## src/rtl/rom_burst_arbiter.sv

```systemverilog
// Round-robin arbiter sharing one 1-cycle-latency ROM between two burst requesters.
// state | meaning: IDLE wait for req / ISSUE present one address per cycle / DRAIN return final beat
module rom_burst_arbiter #(
  parameter int ADDR_W = 10,
  parameter int DATA_W = 8,
  parameter int LEN_W  = 4
) (
  input  logic              clk,
  input  logic              rst,
  input  logic              req0,
  input  logic [ADDR_W-1:0] addr0,
  input  logic [LEN_W-1:0]  len0,
  input  logic              req1,
  input  logic [ADDR_W-1:0] addr1,
  input  logic [LEN_W-1:0]  len1,
  output logic              gnt0,
  output logic              gnt1,
  output logic [ADDR_W-1:0] rom_address,
  input  logic [DATA_W-1:0] rom_dataout,
  output logic [DATA_W-1:0] rdata,
  output logic              rvalid,
  output logic              rid,
  output logic              busy
);

  typedef enum logic [1:0] {IDLE, ISSUE, DRAIN} state_t;

  state_t             state, state_nxt;
  logic [LEN_W-1:0]   remaining, remaining_nxt;
  logic [ADDR_W-1:0]  addr_nxt;
  logic               ptr, ptr_nxt;
  logic               winner, winner_nxt;
  logic               gnt0_nxt, gnt1_nxt;
  logic               win0, win1;

  // ptr=0 favours requester 0 on a two-way contest
  assign win0 = req0 & (~req1 | ~ptr);
  assign win1 = req1 & (~req0 | ptr);

  always_ff @(posedge clk or posedge rst) begin
    if (rst) begin
      state       <= IDLE;
      remaining   <= '0;
      rom_address <= '0;
      ptr         <= 1'b0;
      winner      <= 1'b0;
      gnt0        <= 1'b0;
      gnt1        <= 1'b0;
      rvalid      <= 1'b0;
      rid         <= 1'b0;
    end else begin
      state       <= state_nxt;
      remaining   <= remaining_nxt;
      rom_address <= addr_nxt;
      ptr         <= ptr_nxt;
      winner      <= winner_nxt;
      gnt0        <= gnt0_nxt;
      gnt1        <= gnt1_nxt;
      rvalid      <= (state == ISSUE);
      rid         <= winner;
    end
  end

  always_comb begin
    state_nxt     = state;
    remaining_nxt = remaining;
    addr_nxt      = rom_address;
    ptr_nxt       = ptr;
    winner_nxt    = winner;
    gnt0_nxt      = 1'b0;
    gnt1_nxt      = 1'b0;
    unique case (state)
      IDLE: begin
        if (req0 || req1) begin
          state_nxt     = ISSUE;
          gnt0_nxt      = win0;
          gnt1_nxt      = win1;
          winner_nxt    = win1;
          addr_nxt      = win1 ? addr1 : addr0;
          remaining_nxt = win1 ? len1 : len0;
          if (req0 && req1) ptr_nxt = ~ptr;
        end
      end
      ISSUE: begin
        if (remaining == '0) begin
          state_nxt = DRAIN;
        end else begin
          addr_nxt      = rom_address + ADDR_W'(1);
          remaining_nxt = remaining - LEN_W'(1);
        end
      end
      DRAIN: state_nxt = IDLE;
      default: state_nxt = IDLE;
    endcase
  end

  assign rdata = rom_dataout;
  assign busy  = (state != IDLE);

endmodule

```

## config.mk

```make
export PLATFORM = sky130hd
export DESIGN_NAME = rom_burst_arbiter
export DESIGN_NICKNAME = d
export VERILOG_FILES = /design/src/rtl/rom_burst_arbiter.sv
export SDC_FILE = /design/constraint.sdc
export NUM_CORES = 1
export LEC_CHECK = 0
export CORE_MARGIN = 5
export CORE_UTILIZATION = 45
export CTS_BUF_LIST = sky130_fd_sc_hd__clkbuf_16
export DETAILED_ROUTE_END_ITERATION = 6
export PLACE_DENSITY = 0.95
export SLEW_MARGIN = 25
export SYNTH_ARGS = -nofsm -noshare
export SYNTH_HDL_FRONTEND = slang
export SYNTH_SLANG_ARGS = --single-unit
```

## constraint.sdc

```tcl
create_clock -name clk -period 4.8 [get_ports clk]
set_input_delay 0.96 -clock clk [delete_from_list [all_inputs] [get_ports clk]]
set_output_delay 0.96 -clock clk [all_outputs]
set_load 0.005 [all_outputs]
```

==> flow_summary.toml, run 1 <==
[hold_path]
hold_depth = 0
whs_endpoint = "rid"
hp-class = "reg2reg"
min_from = "winner"

[cells_and_area]
drive_gt1_frac = 0.0711
area_growth_pct = 33.3
diodes = 0
nets = 241

[logic_synthesis]
yosys-top-cells-area = "dfrtp_1 (39%), a21oi_1 (6.0%), o21ai_0 (4.9%)"
synth_fp_nets = 207
yosysTopAreaCell = "dfrtp_1"
synth_area_um2 = 1420
synth_fa_ha_area_frac = 0.0176
ys_top_cells_by_count = "dfrtp_1 (22), a21oi_1 (17), nand2_1 (15), o21ai_0 (14)"
synth_async_sr_flop_share = 1.00
muxShareOfSynthArea = 0.0211
synth-seq-cells = 22
synth_edf_count = 0
synth_top_family_by_area = "compound AO/OA/AOI/OAI gates"
avgSynthCellArea_um2 = 8.62
yosysWarnings = 0
synth_cells = 165
yosysMostFrequentCell = "dfrtp_1"
synth_xor_area_frac = 0.00616
synth-compound-area-share = 0.254
ys_seq_area_frac = 0.387
yosysTopAreaCellShare = 0.387
yosys.area_share.simple = 0.201
ys_types = 48
synthFlopType = "dfrtp_1"

[die]
die_x_um = 66.2
rows = 20
core-area_um2 = 3050
ios = 63
dieHeight_um = 66.2
dieArea_um2 = 4390
start_util = 0.466

[placement]
portBuffers = 46
place_ws_ps = 1990
place.gp.congestion = 0.824
dpl.hpwl_mm = 2.65

[worst_setup_path]
crit_required_ps = 4940
critPathCaptureType = "flop"
path_max_fanout = 18
reg2reg_from = "rom_address[0]"
r2r_cells = 5
arrival_ps = 2730
critical_path_class = "in2reg"
startpoint_type = "primary input"
reg2reg_to = "rom_address[8]"
r2r_slack_ps = 3030

[power]
power.density_nw_per_um2 = 627
vdd_drop_max_uv = 333
leakage_uw = 0.000801

[timing]
period_minus_slack_ps = 2580
setup_viol = 0
rsz0062_at_grt = "false"
final.setup_skew_ps = 4.51
period_share = 0.539
hold_ws_ps = 391
relSlewSlack = 0.431
clock.fmax_mhz = 387
hold_violations = 0
tns_ps = 0
worst_slack_ps = 2220
finalMaxSlewViolations = 0
tightest_slew_ps = 853

[grt]
use_met3 = 0.0391
grt_pass1_vias = 1283
met1_usage = 0.222
grt_max_degree = 23
grt_pass1_wl_mm = 5.95
grtUsageMet2 = 0.284
grt-ovfl-total = 0
antenna_found_initial = 0
grt-busiest-layer = "met2"
track_usage = 0.175

[routing]
routed_wl_mm = 3.69
routedWlPerCell_um = 15.3
drtIter0Drc = 132
num_vias = 1345
firstDrtPassIters = 4
drc = 0
ant_nets = 0
vias_per_cell = 5.58

[status]
status = "complete, no violations"

[flow_run]
drv_cap = 0

[clocking]
insertion_delay_ps = 260
h-tree-depth = 1
cts-root-buf = "clkbuf_16"
numCtsBuffers = 3
clkSinkCount = 22
cts_tree = "built"
clk_pin_slew_ps = 60
clock_path_buffers = 2
postCtsHoldBufs = 0
cts.repair.resized = 0
cts_setup_buffers = 0
==> report_power, final <==
part | internal [µW] | leakage, µW | total [µW] | switching, µW
Combinational | 312 | 0.000506 | 651 | 339
Clock | 110 | 0.0000370 | 177 | 66.9
Sequential | 276 | 0.000258 | 362 | 86.3
==> area by class of cell <==
type	instances	area, µm²
clock buffer	3	75.1
fill	264	1160
inverter	10	45.0
multi-input combinational	116	711
sequential	22	551
tap	44	55.1
timing repair buffer	46	460
==> registers in the layout, indices dropped and copies added, names as in the netlist <==
| name | count |
|---|---|
| rom_address | 10 |
| remaining | 4 |
| state | 2 |
| gnt0 | 1 |
| gnt1 | 1 |
| ptr | 1 |
| rid | 1 |
| rvalid | 1 |
| winner | 1 |
==> critical path: stages <==
cell and delay (ps):
clkdlybuf4s50_1 860, inv_1 260, or3_1 400, a21oi_1 180, a211oi_2 60
==> cells by family after synthesis <==
kind of cell	count (synthesis)
AOI/OAI and AO/OA	57
xor gates and xnor gates	1
adders and majority gates	2
buffers and inverters	27
DFF	22
muxes	3
and+or+nand+nor	53
==> cell usage in the layout (no fill, tap or decap), types with 2 or more instances in the layout <==
master	count
clkdlybuf4s50_1	46
dfrtp_1	22
a21oi_1	17
nand2_1	15
o21ai_0	14
nor2_1	9
inv_1	8
nand3_1	5
nor3_1	4
o21ai_2	3
nand2b_1	3
a21boi_0	3
o22ai_1	3
a31oi_1	3
and3_1	3
mux2i_1	3
clkbuf_16	3
nand4_1	2
nor4_1	2
or3_1	2
o21ai_1	2
ha_1	2
==> per-layer routing <==
| metal | routed length [µm] | up-vias |
|---|---|---|
| li1 | - | 652 |
| met1 | 1470 | 605 |
| met2 | 1690 | 80 |
| met3 | 452 | 8 |
| met4 | 73 | 0 |
| met5 | 0 | - |
==> how the worst max path moves through the flow <==
stage | slack [ps] | end | from
2_1_floorplan | 2770 | rdata[0] | rom_dataout[0]
3_3_place_gp | 2020 | rom_address[2] | req1
3_5_place_dp | 1990 | rom_address[7] | req1
4_1_cts | 2240 | rom_address[7] | req1
5_1_grt | 2100 | rom_address[1] | req0
6_report | 2220 | rom_address[7] | req1
==> stage by stage <==
| step | cell area [µm²] | util | total power [µW] | instances |
|---|---|---|---|---|
| finish | 1900 | 0.621 | 1190 | 241 |
| floorplan | 1420 | - | 807 | 165 |
| detailed placement | 1820 | 0.597 | 1010 | 238 |
| CTS | 1900 | 0.621 | 1180 | 241 |
| global route | 1900 | 0.621 | 1280 | 241 |
| global placement | 1820 | 0.597 | 981 | 238 |
Note: power is estimated with default switching activity, not from simulation.
==> run 2: changes to the inputs <==
CORE_UTILIZATION = 38   (was 45)
PLACE_DENSITY = 0.88   (was 0.95)
clock period = 2.1 ns   (was 4.8 ns; I/O delays follow)
==> run 2 against run 1 <==
  * First-iteration DRC count decreased by 11%
  * Non-clock buffer count increased by 5
  * Die area rose by 16%
  * Sequential power rose by 130%
  * Clock skew decreased by 2.4 ps
  * Setup slack lost 2000 ps
  * Routed wire length up 2.4%
  * Sequential cell count stayed put
  * Register-to-register slack worse by 2700 ps
  * Utilization decreased by 7.9 points
  * Final area up 3.8%
==> flow_summary.toml, run 2 (synthesis results as in run 1) <==
[routing]
firstDrtPassIters = 4
drc = 0
ant_nets = 0
vias_per_cell = 5.35
num_vias = 1344
routedWlPerCell_um = 15.0
routed_wl_mm = 3.78
drtIter0Drc = 118

[die]
ios = 63
rows = 22
start_util = 0.392
die_x_um = 71.2
dieArea_um2 = 5070
dieHeight_um = 71.2
core-area_um2 = 3630

[cells_and_area]
largest_reg_flops = 10
fin_cells = 251
drive_gt1_frac = 0.0985
layout_commonest_cell = "clkdlybuf4s50_1"
design_area_um2 = 1970
regArea_um2 = 551
fillCellCount = 340
multiInputGateArea_um2 = 711
diodes = 0
reg.largest.list = "rom_address (10), remaining (4), state (2)"
largest_register = "rom_address"
nets = 246
final_cell_mix = "clkdlybuf4s50_1 (46), dfrtp_1 (22), a21oi_1 (17)"
area_growth_pct = 38.4

[placement]
placed_area_um2 = 1860
place_ws_ps = 167
portBuffers = 46
dpl.hpwl_mm = 2.76
placed_cells = 247
place.gp.congestion = 0.946

[clocking]
insertion_delay_ps = 250
h-tree-depth = 1
numCtsBuffers = 3
clk_pin_slew_ps = 60
postCtsHoldBufs = 0
cts_tree = "built"
clkSinkCount = 22
cts_setup_buffers = 0
cts-root-buf = "clkbuf_16"
cts.repair.resized = 0
clock_path_buffers = 2

[worst_setup_path]
critical_path_class = "reg2out"
startpoint_type = "flop"
crit_required_ps = 1680
r2r_cells = 8
path_max_fanout = 3
arrival_ps = 1460
critPathCaptureType = "primary output"

[power]
leakage_uw = 0.000839
p_seq_frac = 0.288
vdd_drop_max_uv = 570
switching_share = 0.394
totalPowerFinal_uw = 2880
switching_power_uw = 1130
power.density_nw_per_um2 = 1460
combPwrFrac = 0.527
p_clk_frac = 0.185
p_int_uw = 1750

[timing]
clock.fmax_mhz = 531
tightest_slew_ps = 393
relSlewSlack = 0.736
rsz0062_at_grt = "false"
tns_ps = 0
period_minus_slack_ps = 1880
period_share = 0.897
hold_violations = 0
worst_slack_ps = 216
setup_viol = 0
final.setup_skew_ps = 2.13
finalMaxSlewViolations = 0

[grt]
track_usage = 0.151
grt_pass1_wl_mm = 6.18
grt_pass1_vias = 1333
grt_max_degree = 23
grt-ovfl-total = 0
antenna_found_initial = 0

[hold_path]
hold_depth = 0
hp-class = "reg2reg"

[status]
status = "complete, no violations"

[flow_run]
drv_cap = 0
run 2: cell count changes in the layout (fill, tap and decap cells not counted), sizes merged:
cell,delta
buf,+5
bufinv,+1
run 2: per-layer routing:
metal	GRT usage	vias up	wire length, µm
li1	-	659	-
met1	0.209	600	1620
met2	0.239	81	1710
met3	0.0298	4	424
met4	0.0418	0	29
met5	0	-	0
run 2: worst paths after layout:
kind | startpoint | endpoint | slack, ps
max reg2reg | remaining[0] | rom_address[6] | 290
max | state[0] | busy | 220
min | winner | rid | 380
min reg2reg | winner | rid | 380
min in group asynchronous | rst | gnt1 | 510
max in group asynchronous | rst | ptr | 1370
run 2: power by group through the flow:
stage,registers (µW),clock network [µW],logic (µW)
6_report,829,533,1520
5_1_grt,859,558,1670
4_1_cts,826,537,1510
3_5_place_dp,833,0,1500
3_3_place_gp,825,0,1460
2_1_floorplan,806,0,1040
run 2: area by class of cell:
class                           instances  area share
Clock buffer                            3      0.0381
Clock inverter                          1      0.0152
Inverter                               10      0.0229
Multi-Input combinational cell        116       0.361
Sequential cell                        22       0.280
Tap cell                               48      0.0305
Timing Repair Buffer                   51       0.253
run 2: metrics by stage:
| step | util | hold slack, ps |
|---|---|---|
| finish | 0.542 | 384 |
| global route | 0.542 | 403 |
| CTS | 0.542 | 388 |
| detailed placement | 0.513 | 374 |
| global placement | 0.513 | 362 |
| floorplan | - | 354 |
run 2: critical path: stages (launching register included):
cell	delay, ps
dfrtp_1	410
nor2_1	220
inv_1	120
clkdlybuf4s50_1	460
==> run 3: changes to the inputs <==
SLEW_MARGIN = default   (was 25)
==> results of run 3 <==
Final layout, timing and power as in run 2 (identical DEF).
